==> config.mk <==
export PLATFORM = sky130hd
export DESIGN_NAME = vga_scene_gen
export DESIGN_NICKNAME = d
export VERILOG_FILES = /design/src/rtl/vga_scene_gen.sv
export SDC_FILE = /design/constraint.sdc
export NUM_CORES = 1
export LEC_CHECK = 0
export CAP_MARGIN = 20
export CELL_PAD_IN_SITES_DETAIL_PLACEMENT = 1
export CELL_PAD_IN_SITES_GLOBAL_PLACEMENT = 2
export CORE_MARGIN = 2
export CORE_UTILIZATION = 30
export CTS_CLUSTER_DIAMETER = 40
export DETAILED_ROUTE_END_ITERATION = 16
export PLACE_DENSITY = 0.79
export SLEW_MARGIN = 10
export SYNTH_ARGS = -nofsm -noshare
export SYNTH_HDL_FRONTEND = slang
export SYNTH_SLANG_ARGS = --single-unit
==> constraint.sdc <==
create_clock -name clk -period 3.1 [get_ports clk]
set_clock_uncertainty 0.2 [all_clocks]
set_input_delay 0.31 -clock clk [delete_from_list [all_inputs] [get_ports clk]]
set_output_delay 0.31 -clock clk [all_outputs]
set_load 0.01 [all_outputs]
==> src/rtl/vga_scene_gen.sv <==
// rtl/vga_scene_gen.sv - VGA timing generator with COVER/PLAY/OVER scene sequencer
//
// Ports:
//   clk          pixel clock
//   rst          asynchronous active-high reset
//   start        start/restart request (single-cycle pulse)
//   fin          game-finished request (pulse or level)
//   game_rgb     {R,G,B} from the renderer for the current pix_x/pix_y
//   pix_x/pix_y  registered horizontal/vertical counts
//   pix_de       pix_x/pix_y inside the active area
//   frame_start  one-cycle pulse at h=0, v=V_ACTIVE (start of vertical blank)
//   scene        0 = COVER, 1 = PLAY, 2 = OVER
//   R/G/B        registered colour outputs, one cycle behind pix_x/pix_y
//   HS/VS        registered sync outputs, aligned with R/G/B
//
// Optional feature macro: TITLE_BLINK_EN (cover title box blinks every 32 frames).
module vga_scene_gen #(
    parameter int COLOR_W   = 4,
    parameter int H_ACTIVE  = 640,
    parameter int H_FP      = 16,
    parameter int H_SYNC    = 96,
    parameter int H_BP      = 48,
    parameter int V_ACTIVE  = 480,
    parameter int V_FP      = 10,
    parameter int V_SYNC    = 2,
    parameter int V_BP      = 33,
    parameter int SYNC_POL  = 0,
    parameter int BORDER    = 8,
    parameter int TITLE_W   = 256,
    parameter int TITLE_H   = 64,
    parameter int OVER_HOLD = 60
) (
    input  logic                                                clk,
    input  logic                                                rst,
    input  logic                                                start,
    input  logic                                                fin,
    input  logic [3*COLOR_W-1:0]                                game_rgb,
    output logic [$clog2(H_ACTIVE+H_FP+H_SYNC+H_BP)-1:0]        pix_x,
    output logic [$clog2(V_ACTIVE+V_FP+V_SYNC+V_BP)-1:0]        pix_y,
    output logic                                                pix_de,
    output logic                                                frame_start,
    output logic [1:0]                                          scene,
    output logic [COLOR_W-1:0]                                  R,
    output logic [COLOR_W-1:0]                                  G,
    output logic [COLOR_W-1:0]                                  B,
    output logic                                                HS,
    output logic                                                VS
);

    localparam int H_TOTAL = H_ACTIVE + H_FP + H_SYNC + H_BP;
    localparam int V_TOTAL = V_ACTIVE + V_FP + V_SYNC + V_BP;
    localparam int HW      = $clog2(H_TOTAL);
    localparam int VW      = $clog2(V_TOTAL);

    localparam int BX0 = (H_ACTIVE - TITLE_W) / 2;
    localparam int BX1 = (H_ACTIVE + TITLE_W) / 2;
    localparam int BY0 = (V_ACTIVE - TITLE_H) / 2;
    localparam int BY1 = (V_ACTIVE + TITLE_H) / 2;

    localparam int HOLD_W = (OVER_HOLD < 1) ? 1 : $clog2(OVER_HOLD + 1);
    localparam logic [HOLD_W-1:0] HOLD_MAX = HOLD_W'(OVER_HOLD);

    localparam logic SYNC_ACT = (SYNC_POL != 0);

    localparam logic [3*COLOR_W-1:0] RGB_WHITE = {3*COLOR_W{1'b1}};
    localparam logic [3*COLOR_W-1:0] RGB_GREEN = {{COLOR_W{1'b0}}, {COLOR_W{1'b1}}, {COLOR_W{1'b0}}};
    localparam logic [3*COLOR_W-1:0] RGB_RED   = {{COLOR_W{1'b1}}, {2*COLOR_W{1'b0}}};

    typedef enum logic [1:0] {
        SC_COVER = 2'd0,
        SC_PLAY  = 2'd1,
        SC_OVER  = 2'd2
    } scene_t;

    logic [HW-1:0]        h_q, h_d;
    logic [VW-1:0]        v_q, v_d;
    scene_t               scene_q, scene_d;
    logic                 start_pend_q, start_pend_d;
    logic                 fin_pend_q, fin_pend_d;
    logic [HOLD_W-1:0]    hold_q, hold_d, hold_inc;
    logic [3*COLOR_W-1:0] rgb_q, rgb_d;
    logic                 hs_q, hs_d;
    logic                 vs_q, vs_d;

    int   hx;
    int   vy;
    logic de;
    logic fs;
    logic in_border;
    logic in_box;
    logic title_on;

    assign hx = 32'(h_q);
    assign vy = 32'(v_q);

    assign de        = (hx < H_ACTIVE) && (vy < V_ACTIVE);
    assign fs        = (hx == 0) && (vy == V_ACTIVE);
    assign in_border = (hx < BORDER) || (hx >= H_ACTIVE - BORDER) ||
                       (vy < BORDER) || (vy >= V_ACTIVE - BORDER);
    assign in_box    = (hx >= BX0) && (hx < BX1) && (vy >= BY0) && (vy < BY1);

`ifdef TITLE_BLINK_EN
    logic [4:0] blink_cnt_q, blink_cnt_d;
    logic       blink_on_q, blink_on_d;

    // blink_on flips after every 32 frame_start pulses.
    always_comb begin
        blink_cnt_d = blink_cnt_q;
        blink_on_d  = blink_on_q;
        if (fs) begin
            blink_cnt_d = blink_cnt_q + 5'd1;
            if (blink_cnt_q == 5'd31) begin
                blink_on_d = ~blink_on_q;
            end
        end
    end

    always_ff @(posedge clk or posedge rst) begin
        if (rst) begin
            blink_cnt_q <= '0;
            blink_on_q  <= 1'b1;
        end else begin
            blink_cnt_q <= blink_cnt_d;
            blink_on_q  <= blink_on_d;
        end
    end

    assign title_on = blink_on_q;
`else
    assign title_on = 1'b1;
`endif

    // Raster counters
    always_comb begin
        h_d = h_q + 1'b1;
        v_d = v_q;
        if (hx == H_TOTAL - 1) begin
            h_d = '0;
            v_d = (vy == V_TOTAL - 1) ? '0 : v_q + 1'b1;
        end
    end

    // Scene sequencer: evaluated only on frame_start so the scene never
    // changes inside a visible frame. Pending flags are evaluated as they
    // stood before this cycle; a request in the frame_start cycle itself is
    // OR-ed in after the clearing and so waits for the next evaluation.
    always_comb begin
        scene_d      = scene_q;
        start_pend_d = start_pend_q;
        fin_pend_d   = fin_pend_q;
        hold_d       = hold_q;
        hold_inc     = (hold_q >= HOLD_MAX) ? hold_q : hold_q + 1'b1;
        if (fs) begin
            case (scene_q)
                SC_COVER: begin
                    if (start_pend_q) begin
                        scene_d      = SC_PLAY;
                        start_pend_d = 1'b0;
                        fin_pend_d   = 1'b0;
                        hold_d       = '0;
                    end else begin
                        fin_pend_d = 1'b0;
                    end
                end
                SC_PLAY: begin
                    if (fin_pend_q) begin
                        scene_d      = SC_OVER;
                        start_pend_d = 1'b0;
                        fin_pend_d   = 1'b0;
                        hold_d       = '0;
                    end else begin
                        start_pend_d = 1'b0;
                    end
                end
                SC_OVER: begin
                    hold_d = hold_inc;
                    if ((hold_inc >= HOLD_MAX) && start_pend_q) begin
                        scene_d      = SC_COVER;
                        start_pend_d = 1'b0;
                        fin_pend_d   = 1'b0;
                        hold_d       = '0;
                    end else begin
                        // start stays pending until the hold elapses
                        fin_pend_d = 1'b0;
                    end
                end
                default: begin
                    scene_d      = SC_COVER;
                    start_pend_d = 1'b0;
                    fin_pend_d   = 1'b0;
                    hold_d       = '0;
                end
            endcase
        end
        start_pend_d = start_pend_d | start;
        fin_pend_d   = fin_pend_d | fin;
    end

    // Pixel colour for the current counters; registered below.
    always_comb begin
        rgb_d = '0;
        if (de) begin
            case (scene_q)
                SC_COVER: begin
                    if (in_border) begin
                        rgb_d = RGB_GREEN;
                    end else if (in_box && title_on) begin
                        rgb_d = RGB_WHITE;
                    end
                end
                SC_PLAY:  rgb_d = game_rgb;
                SC_OVER:  rgb_d = in_box ? RGB_WHITE : RGB_RED;
                default:  rgb_d = '0;
            endcase
        end
    end

    always_comb begin
        hs_d = ((hx >= H_ACTIVE + H_FP) && (hx < H_ACTIVE + H_FP + H_SYNC)) ? SYNC_ACT : ~SYNC_ACT;
        vs_d = ((vy >= V_ACTIVE + V_FP) && (vy < V_ACTIVE + V_FP + V_SYNC)) ? SYNC_ACT : ~SYNC_ACT;
    end

    always_ff @(posedge clk or posedge rst) begin
        if (rst) begin
            h_q          <= '0;
            v_q          <= '0;
            scene_q      <= SC_COVER;
            start_pend_q <= 1'b0;
            fin_pend_q   <= 1'b0;
            hold_q       <= '0;
            rgb_q        <= '0;
            hs_q         <= ~SYNC_ACT;
            vs_q         <= ~SYNC_ACT;
        end else begin
            h_q          <= h_d;
            v_q          <= v_d;
            scene_q      <= scene_d;
            start_pend_q <= start_pend_d;
            fin_pend_q   <= fin_pend_d;
            hold_q       <= hold_d;
            rgb_q        <= rgb_d;
            hs_q         <= hs_d;
            vs_q         <= vs_d;
        end
    end

    assign pix_x       = h_q;
    assign pix_y       = v_q;
    assign pix_de      = de;
    assign frame_start = fs;
    assign scene       = scene_q;
    assign R           = rgb_q[3*COLOR_W-1:2*COLOR_W];
    assign G           = rgb_q[2*COLOR_W-1:COLOR_W];
    assign B           = rgb_q[COLOR_W-1:0];
    assign HS          = hs_q;
    assign VS          = vs_q;

endmodule
### Yosys cells after proc, flatten, opt, wreduce, memory -nomap -nowiden

Index checks and enable logic that the tools add are counted.

| operators by class | value |
|---|---|
| add/sub/neg operators | 3 |
| $lt $le $gt $ge | 16 |
| eq/ne operators | 8 |
| muxes and demuxes | 22 |
| bitwise operators | 2 |
| reduce and logical (&&, ||, !) cells | 15 |

Operators with widths:

| cell | number |
|---|---|
| $lt A10 B9 Y1 const B | 4 |
| $mux W12 | 3 |
| $pmux W12 S3 | 1 |
| $logic_not A32 Y1 | 1 |
| $mux W6 | 4 |
| $add A10 B1 Y10 const B | 2 |
| $eq A10 B10 Y1 const B | 2 |
| $ge A10 B10 Y1 const B | 2 |
| $ge A10 B8 Y1 const B | 2 |
| $ge A10 B9 Y1 const B | 2 |
| $lt A10 B10 Y1 const B | 2 |
| $lt A10 B4 Y1 const B | 2 |
| $mux W10 | 2 |
| $pmux W6 S3 | 1 |
| $ge A6 B6 Y1 const B | 2 |
| $eq A10 B9 Y1 const B | 1 |
| $logic_and A1 B1 Y1 | 8 |
| $mux W8 | 1 |
| $add A6 B1 Y6 const B | 1 |
| $mux W1 | 6 |
| $mux W2 | 3 |
| $ne A2 B2 Y1 const B | 3 |
| $pmux W2 S3 | 1 |
| $reduce_and A4 Y1 | 1 |
| other kinds (6) | 9 |

| word-level totals | value |
|---|---|
| register bits after elaboration | 44 |
| input bits | 16 |
| output and inout bits | 38 |
| logic and storage cells | 75 |

### Depth between registers and ports, before layout

| depth | value |
|---|---|
| depth after elaboration | 8 |
| mapped depth | 6 |
| mapped depth without buffers | 6 |

### Worst setup path after synthesis

OpenSTA, ideal clock, no wires.

| path | value |
|---|---|
| kind | register -> register |
| start | reg h_q[6] (netlist: pix_x[6]) |
| end | reg scene_q[0] (netlist: scene[0]) |
| setup time | 0.125 ns |
| data arrival time | 2.048 ns |
| required time | 2.775 ns |
| path slack | 0.728 ns |
| stages on the path, launching flop included | 6 |
| buffers on the path | 1 |
| cells stage by stage | dfrtp_1 buf_4 or4_4 or3_4 nor3_2 mux2_2 |

| between the ends | value |
|---|---|
| word-level cells in the longest chain between the ends | 3 |

Ends and longest elaborated chain:

| what | line | RTL |
|---|---|---|
| from (decl) | 75 | `logic [HW-1:0] h_q, h_d;` |
| from (signal assigned) | 225 | `h_q <= '0;` |
| from (signal assigned) | 235 | `h_q <= h_d;` |
| $logic_not A32 Y1 | 97 | `assign fs = (hx == 0) && (vy == V_ACTIVE);` |
| $logic_and A1 B1 Y1 | 97 |  |
| $reduce_and A4 Y1 (no source line) | -- |  |
| to (signal assigned) | 237 | `scene_q <= scene_d;` |
| to (decl) | 77 | `scene_t scene_q, scene_d;` |

Every way passes these cells.
A chain may end at the register's enable or synchronous reset.

### Worst setup path in the final report

| path | value |
|---|---|
| start | reg h_q[6] (netlist: pix_x[6]) |
| end | out frame_start |

| between the ends | value |
|---|---|
| word-level cells in the longest chain between the ends | 2 |

Ends and longest elaborated chain:

| what | line | RTL |
|---|---|---|
| $logic_not A32 Y1 | 97 |  |
| $logic_and A1 B1 Y1 | 97 |  |
| to (decl) | 41 | `output logic frame_start,` |

Every way passes these cells.

==> out/qor.csv <==
stage,metric,value,unit
floorplanning,Die Ht,92.2,um
layout,area delta synth->final,33.0,%
timing,Rel. slew slack,44.7,%
global_route,initial antenna violation count,0,
timing,Setup Viol. Count Final,0,
floorplanning,site row count,32,
detailed_routing,final WL,6.24,mm
floorplanning,I/O pin count,54,
setup_path,WP data arrival,2.47,ns
global_route,grt ovf,0,
clock_network,hold buffer count at cts,0,
synthesis,post-synth top area share,45.0,%
detailed_routing,DRT Pass-1 Iters,4,
power,Net Sw Power,0.207,mW
outcome,status,completed,
synthesis,Post-synth top cells,"dfrtp_1 (42), a21oi_1 (22), nand2_1 (20), nand3_1 (20), clkbuf_1 (14)",
timing,final worst setup slack,0.117,ns
setup_path,Critical Path RT,2.59,ns
power,internal power,0.769,mW
synthesis,most common cell in the netlist,dfrtp_1,
placed_design,pre-CTS setup slack,0.371,ns
clock_network,TritonCTS clock tree,built,
setup_path,startpoint class of the critical path,flip-flop,
layout,multi-input logic area,0.00112,mm2
floorplanning,Die W,92.2,um
setup_path,WP buf/inv,1,
floorplanning,die area,0.00850,mm2
power,Flop pwr share,58.7,%
synthesis,Syn Std Cell Area,0.00233,mm2
synthesis,most area-consuming cells after synthesis,"dfrtp_1 (45%), a21oi_1 (4.7%), nand3_1 (4.3%)",
synthesis,number of flops mapped to enable cells by yosys,0,
setup_path,crit-path leading delay family,simple AND/OR/NAND/NOR gates,
timing,Fin. Hold Viols,0,
synthesis,Post-Syn Instances,248,
placed_design,GP Congestion,0.832,
clock_network,Worst-Skew Late Latency,0.29,ns
placed_design,I/O Buffers,53,
power,Comb power frac,3.2,%
setup_path,crit path max fanout,10,
power,VDD IR-drop max,0.274,mV
global_route,first-pass GRT wire length,10.4,mm
synthesis,"FF+latch count, synth",44,
clock_network,CTS Buffer Depth,2,
global_route,pin count of the biggest net entering global routing,45,
power,Clk pwr share,38.0,%
layout,number of fill cells,893,
detailed_routing,# DRC,0,
setup_path,kind of critical path,reg -> out,
timing,fin crit share,96.2,%
clock_network,CTS H-tree depth,2,
floorplanning,CORE AREA,0.00765,mm2
synthesis,leading area contributor after synthesis,dfrtp_1,
layout,Final #Nets,324,
clock_network,Root Buffer,clkbuf_8,
timing,pins over their slew limit,0,
clock_network,Num CTS Buffers,5,
min_path,Hold Crit Class,in -> async,
layout,Non-Filler Instances,406,
global_route,Global Route Usage Sum,15.1,%
synthesis,Synth Warn #,0,
placed_design,DP HPWL,4.49,mm
synthesis,ys async rst share,100,%
timing,worst slew pin tran,0.819,ns
setup_path,worst-path cell chain,"or4_4, or3_4, nor2_1, clkdlybuf4s50_1",
global_route,number of global-route vias before repair,2079,
layout,register area,0.00111,mm2
detailed_routing,ANT nets after route,0,
detailed_routing,initial detailed-routing violation count,33,
detailed_routing,wire length per cell,15.4,um
synthesis,Yosys cell types,48,
setup_path,"slowest stage cell, crit path",or4_4,
setup_path,Crit. End Element,primary output,
run,max cap viols,0,
layout,layout cells sized above 1,12.5,%
layout,antenna diode count,0,
power,switch share,21.2,%
synthesis,ys flop type,dfrtp_1,
power,total power,0.976,mW
timing,final worst path period need,2.98,ns
power,LEAKAGE,1.24,nW
power,pwr/cell area,315,mW/mm2
timing,Post-Route Setup TNS,0,ns
clock_network,clk slew on worst S/H paths,0.09,ns
synthesis,Mean Syn Cell Area,9.41,um2
clock_network,CTS Sinks,44,
setup_path,CP max stage delay,0.57,ns
detailed_routing,Vias/cell,5.02,
synthesis,"Seq/Total Area, Yosys",47.3,%
timing,RSZ-0062 raised after global routing,no,
timing,maximum achievable frequency,335,MHz
floorplanning,Initial Util,30.5,%
placed_design,DP Cell Count,398,
synthesis,syn nets,269,
detailed_routing,Vias,2040,
sequential cells by signal, summed over array words and instances, names as in the netlist:
register      count
rgb_q            12
pix_x            10
pix_y            10
hold_q            6
scene             2
HS                1
VS                1
fin_pend_q        1
start_pend_q      1
kinds of logic after synthesis:
family | Yosys count | synth area share, %
AOI/OAI and AO/OA | 58 | 15.7
xor gates and xnor gates | 9 | 3.38
adders and majority gates | 5 | 2.68
buffers and inverters | 27 | 4.83
DFF | 44 | 47.3
muxes | 6 | 2.73
and+or+nand+nor | 99 | 23.4
timing repair:
action                                  CTS  global route
gates resized for setup                   0             4
endpoints found under the setup margin    0             1
buffers inserted                          0             0
stage by stage:
stage | util [%] | instance area (um2) | hold slack, ns
2_1_floorplan | - | 2330 | 0.202
3_3_place_gp | 39.3 | 3010 | 0.294
3_5_place_dp | 39.3 | 3010 | 0.308
4_1_cts | 40.6 | 3100 | 0.291
5_1_grt | 40.6 | 3100 | 0.352
6_report | 40.6 | 3100 | 0.276
final timing paths:
check	startpoint	end	slack, ns	cells after the start
min in group clk	pix_x[0]	pix_x[0]	0.32	1
max reg2reg	pix_x[0]	pix_y[5]	0.67	5
min	rst	rgb_q[2]	0.28	3
max	pix_x[6]	frame_start	0.12	4
max in group asynchronous	rst	pix_y[0]	2.00	3
min reg2reg	pix_x[0]	pix_x[0]	0.32	1
worst register-to-register path, cell delays in order, from the launching register on:
cell	delay, ns
dfrtp_1	0.42
ha_1	0.25
nand4_1	0.21
or4_4	0.57
or4_1	0.53
xnor2_1	0.15
power by group through the flow:
stage	combinational (mW)	clock (mW)	sequential (mW)
final	0.0315	0.372	0.573
after global routing	0.0353	0.412	0.574
after CTS	0.0330	0.398	0.574
after detailed placement	0.0328	0	0.585
after global placement	0.0326	0	0.585
after floorplan	0.00865	0	0.585
placed cells by master, fill, tap and decap left out, types with 4 or more instances in the layout:
master	instances
a21oi_1	22
a31oi_1	7
and3_1	4
and4_1	4
buf_4	11
clkbuf_8	6
clkdlybuf4s50_1	53
dfrtp_1	40
ha_1	5
inv_1	8
nand2_1	20
nand3_1	20
nand4_1	6
nor2_1	13
nor3_1	6
nor4_1	5
o21ai_0	9
or3_1	4
xnor2_1	5
xor2_1	4
cell type report:
class | count | area share, %
clock buffers | 6 | 2.66
clock inverters | 2 | 0.322
inverters | 11 | 1.33
multi-input cells | 177 | 36.2
flip-flops and latches | 44 | 35.6
well taps | 102 | 4.11
repair buffers | 64 | 19.8
routing by layer:
layer	track usage [%]	wire length [um]	share of wire, %	up-vias
met5	0	0	0	-
met4	3.36	34	0.55	0
li1	-	-	-	1010
met2	24.9	3000	48	38
met3	3.29	208	3.3	2
met1	20.5	3000	48	990
No activity file was read; power rests on OpenSTA's default activity.
